## src/rtl/gpio_led_pkg.sv

```systemverilog
// Shared constants and the per-channel mode decode for the GPIO LED controller.
package gpio_led_pkg;

    localparam int unsigned DEF_CLK_HZ = 25000000;

    localparam logic [1:0] MODE_OFF   = 2'b00;
    localparam logic [1:0] MODE_ON    = 2'b01;
    localparam logic [1:0] MODE_PASS  = 2'b10;
    localparam logic [1:0] MODE_BLINK = 2'b11;

    // Value one LED channel should show for its mode, before the global enable.
    function automatic logic chan_drive(input logic [1:0] mode, input logic rasp,
                                        input logic blink);
        logic r;
        r = 1'b0;
        case (mode)
            MODE_OFF:   r = 1'b0;
            MODE_ON:    r = 1'b1;
            MODE_PASS:  r = rasp;
            MODE_BLINK: r = blink;
        endcase
        return r;
    endfunction

endpackage

```

## src/rtl/gpio_led_ctrl_if.sv

```systemverilog
// Pi GPIO / board-side signal bundle of the LED controller; slave = controller side.
interface gpio_led_ctrl_if #(
    parameter int unsigned N_CH = 4
);
    logic [2*N_CH-1:0] mode_i;
    logic [N_CH-1:0]   rasp_i;
    logic              btn_i;
    logic              btn_o;
    logic              btn_press_o;
    logic              tick_o;
    logic              blink_o;
    logic              led_en_o;
    logic [N_CH-1:0]   led_o;

    modport slave (
        input  mode_i, rasp_i, btn_i,
        output btn_o, btn_press_o, tick_o, blink_o, led_en_o, led_o
    );

    modport master (
        output mode_i, rasp_i, btn_i,
        input  btn_o, btn_press_o, tick_o, blink_o, led_en_o, led_o
    );
endinterface

```

## src/rtl/btn_debounce.sv

```systemverilog
// Button synchroniser plus debouncer and rising-edge pulse.
// Counter-based debouncing only when GPIO_LED_DEBOUNCE_EN is defined; otherwise plain 2-flop sync.
module btn_debounce #(
    parameter int unsigned DB_CYCLES = 250000
) (
    input  logic clk,
    input  logic rst,
    input  logic din,
    output logic dout,
    output logic rise
);

    logic s1_q, s1_d;
    logic s2_q, s2_d;
    logic prev_q, prev_d;
    logic rise_q, rise_d;
    logic stable;

    if (DB_CYCLES == 0) begin : g_cfg_check
        $error("btn_debounce: DB_CYCLES must be at least 1");
    end

`ifdef GPIO_LED_DEBOUNCE_EN
    localparam int unsigned DCW = (DB_CYCLES > 1) ? $clog2(DB_CYCLES) : 1;
    localparam logic [DCW-1:0] DB_LAST = DCW'(DB_CYCLES - 1);

    logic           stable_q, stable_d;
    logic [DCW-1:0] dbc_q, dbc_d;

    // Any return to the accepted level restarts the stability count.
    always_comb begin
        stable_d = stable_q;
        dbc_d    = '0;
        if (s2_q != stable_q) begin
            if (dbc_q == DB_LAST) begin
                stable_d = ~stable_q;
            end else begin
                dbc_d = dbc_q + DCW'(1);
            end
        end
    end

    always_ff @(posedge clk) begin
        if (rst) begin
            stable_q <= 1'b0;
            dbc_q    <= '0;
        end else begin
            stable_q <= stable_d;
            dbc_q    <= dbc_d;
        end
    end

    assign stable = stable_q;
`else
    assign stable = s2_q;
`endif

    always_comb begin
        s1_d   = din;
        s2_d   = s1_q;
        prev_d = stable;
        rise_d = stable & ~prev_q;
    end

    always_ff @(posedge clk) begin
        if (rst) begin
            s1_q   <= 1'b0;
            s2_q   <= 1'b0;
            prev_q <= 1'b0;
            rise_q <= 1'b0;
        end else begin
            s1_q   <= s1_d;
            s2_q   <= s2_d;
            prev_q <= prev_d;
            rise_q <= rise_d;
        end
    end

    assign dout = stable;
    assign rise = rise_q;

endmodule

```

## src/rtl/gpio_led_ctrl.sv

```systemverilog
// N-channel LED controller: blink prescaler, per-channel mode mux, button-toggled global enable.
// Button debouncing is selected with GPIO_LED_DEBOUNCE_EN (see btn_debounce).
module gpio_led_ctrl
    import gpio_led_pkg::*;
#(
    parameter int unsigned N_CH        = 4,
    parameter int unsigned HALF_PERIOD = DEF_CLK_HZ / 2,
    parameter int unsigned DB_CYCLES   = DEF_CLK_HZ / 100
) (
    input  logic           clk,
    input  logic           rst,
    gpio_led_ctrl_if.slave bus
);

    localparam int unsigned MW = 2 * N_CH;
    localparam int unsigned CW = $clog2(HALF_PERIOD);
    localparam logic [CW-1:0] CNT_LAST = CW'(HALF_PERIOD - 1);

    logic [MW-1:0]   mode_s1_q, mode_s1_d, mode_s2_q, mode_s2_d;
    logic [N_CH-1:0] rasp_s1_q, rasp_s1_d, rasp_s2_q, rasp_s2_d;
    logic [CW-1:0]   cnt_q, cnt_d;
    logic            tick_q, tick_d;
    logic            blink_q, blink_d;
    logic            btn_d1_q, btn_d1_d;
    logic            led_en_q, led_en_d;
    logic [N_CH-1:0] led_q, led_d;
    logic [N_CH-1:0] chan_val;
    logic            cnt_wrap;
    logic            btn_lvl;
    logic            btn_rise;

    btn_debounce #(
        .DB_CYCLES (DB_CYCLES)
    ) u_btn (
        .clk  (clk),
        .rst  (rst),
        .din  (bus.btn_i),
        .dout (btn_lvl),
        .rise (btn_rise)
    );

    for (genvar k = 0; k < N_CH; k++) begin : g_ch
        assign chan_val[k] = chan_drive(mode_s2_q[2*k +: 2], rasp_s2_q[k], blink_q);
    end

    // tick is registered from the next count so it is high exactly while cnt == HALF_PERIOD-1.
    always_comb begin
        mode_s1_d = bus.mode_i;
        mode_s2_d = mode_s1_q;
        rasp_s1_d = bus.rasp_i;
        rasp_s2_d = rasp_s1_q;
        cnt_wrap  = (cnt_q == CNT_LAST);
        cnt_d     = cnt_wrap ? '0 : cnt_q + CW'(1);
        tick_d    = (cnt_d == CNT_LAST);
        blink_d   = blink_q ^ cnt_wrap;
        btn_d1_d  = btn_lvl;
        led_en_d  = led_en_q ^ (btn_lvl & ~btn_d1_q);
        led_d     = chan_val & {N_CH{led_en_q}};
    end

    always_ff @(posedge clk) begin
        if (rst) begin
            mode_s1_q <= '0;
            mode_s2_q <= '0;
            rasp_s1_q <= '0;
            rasp_s2_q <= '0;
            cnt_q     <= '0;
            tick_q    <= 1'b0;
            blink_q   <= 1'b0;
            btn_d1_q  <= 1'b0;
            led_en_q  <= 1'b1;
            led_q     <= '0;
        end else begin
            mode_s1_q <= mode_s1_d;
            mode_s2_q <= mode_s2_d;
            rasp_s1_q <= rasp_s1_d;
            rasp_s2_q <= rasp_s2_d;
            cnt_q     <= cnt_d;
            tick_q    <= tick_d;
            blink_q   <= blink_d;
            btn_d1_q  <= btn_d1_d;
            led_en_q  <= led_en_d;
            led_q     <= led_d;
        end
    end

    assign bus.tick_o      = tick_q;
    assign bus.blink_o     = blink_q;
    assign bus.btn_o       = btn_lvl;
    assign bus.btn_press_o = btn_rise;
    assign bus.led_en_o    = led_en_q;
    assign bus.led_o       = led_q;

endmodule

```

## src/flat_wrapper.sv

```systemverilog
// flat-port wrapper written by rule: the top's interface ports become plain ports
module gpio_led_ctrl_flat import gpio_led_pkg::*;
#(
    parameter int unsigned N_CH        = 4,
    parameter int unsigned HALF_PERIOD = DEF_CLK_HZ / 2,
    parameter int unsigned DB_CYCLES   = DEF_CLK_HZ / 100
)
  (clk, rst, bus_mode_i, bus_rasp_i, bus_btn_i, bus_btn_o, bus_btn_press_o, bus_tick_o, bus_blink_o, bus_led_en_o, bus_led_o);
  gpio_led_ctrl_if #(.N_CH(N_CH)) bus_i ();
  input  logic clk;
  input  logic rst;
  input wire logic [$bits(bus_i.mode_i)-1:0] bus_mode_i;
  input wire logic [$bits(bus_i.rasp_i)-1:0] bus_rasp_i;
  input wire logic [$bits(bus_i.btn_i)-1:0] bus_btn_i;
  output wire logic [$bits(bus_i.btn_o)-1:0] bus_btn_o;
  output wire logic [$bits(bus_i.btn_press_o)-1:0] bus_btn_press_o;
  output wire logic [$bits(bus_i.tick_o)-1:0] bus_tick_o;
  output wire logic [$bits(bus_i.blink_o)-1:0] bus_blink_o;
  output wire logic [$bits(bus_i.led_en_o)-1:0] bus_led_en_o;
  output wire logic [$bits(bus_i.led_o)-1:0] bus_led_o;
  assign bus_i.mode_i = bus_mode_i;
  assign bus_i.rasp_i = bus_rasp_i;
  assign bus_i.btn_i = bus_btn_i;
  assign bus_btn_o = bus_i.btn_o;
  assign bus_btn_press_o = bus_i.btn_press_o;
  assign bus_tick_o = bus_i.tick_o;
  assign bus_blink_o = bus_i.blink_o;
  assign bus_led_en_o = bus_i.led_en_o;
  assign bus_led_o = bus_i.led_o;
  gpio_led_ctrl #(.N_CH(N_CH), .HALF_PERIOD(HALF_PERIOD), .DB_CYCLES(DB_CYCLES)) u_core (.clk(clk), .rst(rst), .bus(bus_i));
endmodule
```

## config.mk

```make
export PLATFORM = sky130hd
export DESIGN_NAME = gpio_led_ctrl_flat
export DESIGN_NICKNAME = d
export VERILOG_FILES = /design/src/rtl/gpio_led_pkg.sv /design/src/rtl/gpio_led_ctrl_if.sv /design/src/rtl/btn_debounce.sv /design/src/rtl/gpio_led_ctrl.sv /design/src/flat_wrapper.sv
export SDC_FILE = /design/constraint.sdc
export NUM_CORES = 1
export LEC_CHECK = 0
export BUFFER_PORTS_ARGS = -buffer_cell sky130_fd_sc_hd__buf_2
export CORE_UTILIZATION = 38
export CTS_CLUSTER_SIZE = 20
export DETAILED_ROUTE_END_ITERATION = 8
export PLACE_DENSITY = 0.67
export SLEW_MARGIN = 20
export SYNTH_ARGS = -nofsm -noshare
export SYNTH_HDL_FRONTEND = slang
export SYNTH_HIERARCHICAL = 1
export SYNTH_SLANG_ARGS = --single-unit
```

## constraint.sdc

```tcl
create_clock -name clk -period 2.6 [get_ports clk]
set_input_delay 0.26 -clock clk [delete_from_list [all_inputs] [get_ports clk]]
set_output_delay 0.26 -clock clk [all_outputs]
set_load 0.05 [all_outputs]
```

==> flow_metrics.env <==
export IMPL_drt_total_wl_um=3830
export IMPL_clock_sinks=60
export IMPL_cpPeakStageDelay_ns=0.40
export IMPL_die_w_um=79.4
export IMPL_crit_path_top_delay_cell="nor4_1"
export IMPL_post_route_util=0.464
export IMPL_outcome="completed"
export IMPL_slew_headroom=0.623
export IMPL_min_period_ns=2.16
export IMPL_fin_skew_ns=0.00479
export IMPL_port_buffers=23
export IMPL_synth_area_leaders="dfxtp_1 (53%), nor2b_1 (8.0%), nor2_1 (5.3%), xor2_1 (5.0%), xnor2_1 (4.2%)"
export IMPL_synth_most_common_cell="dfxtp_1"
export IMPL_tightest_slew_ns=0.566
export IMPL_vias=1573
export IMPL_dieHeight_um=79.4
export IMPL_antenna_found_initial=0
export IMPL_synth_top_cell_by_area="dfxtp_1"
export IMPL_die_area_um2=6300
export IMPL_rsz0062_at_grt="no"
export IMPL_fin_crit_sh=0.832
export IMPL_track_usage=0.137
export IMPL_post_cts_buffers=0
export IMPL_async_reset_ff_frac=0
export IMPL_required_ns=2.85
export IMPL_grt_pass1_wl_um=6470
export IMPL_hpwl_um=2570
export IMPL_max_freq_mhz=462
export IMPL_crit_type="flip-flop to flip-flop"
export IMPL_maxCapViolations=0
export IMPL_gp_congestion=0.867
export IMPL_n_antenna_cell=0
export IMPL_final_area_um2=2620
export IMPL_wl_per_cell_um=11.5
export IMPL_routed_via_density=4.72
export IMPL_hold_violations=0
export IMPL_fillers=533
export IMPL_cts_buffers=9
export IMPL_synth_common_cells="dfxtp_1 (60), nor2_1 (32), nor2b_1 (29), xor2_1 (13), xnor2_1 (11)"
export IMPL_nNetsFinal=273
export IMPL_first_global_vias=1435
export IMPL_cp_cell_sequence="ha_1, nand4_2, nor4_1, xnor2_1, nand4_1, a2111oi_2, nor4b_2"
export IMPL_detail_route_antenna_nets=0
export IMPL_seq_area_frac_synth=0.528
export IMPL_area_growth_pct=15.0
export IMPL_start_util=0.403
export IMPL_synth_top_cell_area_share=0.528
export IMPL_synth_nets=249
export IMPL_finalMaxSlewViolations=0
export IMPL_ys_seq_elements=60
export IMPL_synth_edf_count=0
export IMPL_irDropWorstVdd_v=0.000368
export IMPL_p_total_mw=1.80
export IMPL_crit_fanout=10
export IMPL_ys_flop_type="dfxtp_1"
export IMPL_ys_warn_count=6
export IMPL_synth_cell_types=41
export IMPL_drive_gt1_frac=0.188
export IMPL_drc=0
export IMPL_h_tree_depth=3
export IMPL_crit_arrival_ns=2.41
export IMPL_pin_count=24
export IMPL_placed_area_um2=2430
export IMPL_end_kind="flip-flop"
export IMPL_syn_area_per_cell_um2=9.76
export IMPL_cts_reportedPaths_clkPinSlew_ns=0.06
export IMPL_clk_latency_ns=0.33
export IMPL_cts_tree="done"
export IMPL_synth_cells=233
export IMPL_cts_resized=0
export IMPL_drtPass1Iterations=5
export IMPL_worstHoldPathType="input port to flip-flop"
export IMPL_clock_root_buffer="clkbuf_8"
export IMPL_postCtsHoldBufs=0
export IMPL_crit_path_start_kind="flip-flop"
export IMPL_coreArea_um2=5640
export IMPL_syn_cell_area_um2=2270
export IMPL_grt_ovfl_total=0
export IMPL_grt_max_degree=37
export IMPL_timing_setup_tns_ns=0
export IMPL_power_leakage_nw=0.974
export IMPL_setup_viol=0
export IMPL_clk_path_buf_depth=2
export IMPL_p_per_area_nw_per_um2=687
export IMPL_rows=27
export IMPL_drt_iter0_drc=103
[final timing paths]
path                  startpoint             endpoint  slack [ns]  cells past startpoint
min                bus_mode_i[3]  u_core/mode_s1_q[3]        0.13                      2
max reg2reg      u_core/cnt_q[0]    u_core/bus.tick_o        0.44                      7
max              u_core/cnt_q[0]    u_core/bus.tick_o        0.44                      7
min reg2reg  u_core/u_btn/prev_q    u_core/u_btn/rise        0.43                      1
[flip-flops by register name, summed over array words and instances (netlist names), 4 cells and up]
| name | count |
|---|---|
| u_core/mode_s2_q | 8 |
| u_core/bus.led_o | 4 |
| u_core/rasp_s2_q | 4 |
| u_core/mode_s1_q | 8 |
| u_core/rasp_s1_q | 4 |
| u_core/cnt_q | 24 |
[worst max-delay path, delay by kind of cell (launching register included)]
family | cells | cell delay (ns)
AND/OR/NAND/NOR | 4 | 1.02
AO/OA/AOI/OAI | 1 | 0.21
flip-flops | 1 | 0.39
XOR/XNOR | 1 | 0.20
adder cells (fa/ha/maj) | 1 | 0.26
[metrics by stage]
| step | hold slack (ns) | cells | setup WS, ns |
|---|---|---|---|
| 2_1_floorplan | 0.331 | 233 | 0.656 |
| 3_3_place_gp | 0.395 | 318 | 0.526 |
| 3_5_place_dp | 0.397 | 318 | 0.431 |
| 4_1_cts | 0.121 | 333 | 0.421 |
| 5_1_grt | 0.134 | 333 | 0.189 |
| 6_report | 0.131 | 333 | 0.437 |
[cell usage in the layout, fill, tap and decap left out, types with 2 or more instances in the layout]
| master | netlist | final |
|---|---|---|
| nor2b_1 | 29 | 29 |
| nand2b_1 | 3 | 3 |
| dfxtp_1 | 60 | 60 |
| xnor2_1 | 11 | 11 |
| xor2_1 | 13 | 13 |
| nor4_1 | 5 | 5 |
| a21oi_1 | 5 | 5 |
| nor2_1 | 32 | 32 |
| inv_1 | 2 | 2 |
| a311oi_1 | 4 | 4 |
| clkbuf_8 | 0 | 9 |
| and3_1 | 4 | 4 |
| nand3_2 | 2 | 2 |
| buf_2 | 3 | 23 |
| a31oi_1 | 2 | 2 |
| nand4_1 | 7 | 7 |
| nand3_1 | 8 | 8 |
| nand2_1 | 10 | 10 |
| and4_1 | 2 | 2 |
| clkinv_2 | 0 | 3 |
| nor3_1 | 3 | 3 |
[metal layers]
metal,vias up,GRT usage,part of all wire
met1,708,0.174,0.50
met3,9,0.0331,0.038
met2,27,0.203,0.44
met4,0,0.0982,0.026
met5,-,0,0
li1,829,-,-
[power breakdown]
part	total (mW)	internal (mW)	switching (mW)	leakage [nW]
Clock	0.771	0.433	0.337	0.0959
Combinational	0.0699	0.0288	0.0411	0.388
Sequential	0.957	0.946	0.0110	0.490
Total	1.80	1.41	0.389	0.974
[final cells by class]
type                            instances  area (um^2)  area share
Clock buffer                           10          128      0.0488
Tap cell                               72         90.1      0.0344
Timing Repair Buffer                   24          123      0.0469
Inverter                                2         7.51     0.00287
Sequential cell                        60         1200       0.459
Clock inverter                          5         53.8      0.0206
Multi-Input combinational cell        160         1010       0.387
[kinds of logic after synthesis]
logic type	Yosys count	synth area share
XOR/XNOR	24	0.0924
AND/OR/NAND/NOR	117	0.291
buffers and inverters	13	0.0264
AO/OA/AOI/OAI	18	0.0566
adder cells (fa/ha/maj)	1	0.00550
flip-flops	60	0.528
Power figures use the tool's default switching activity.
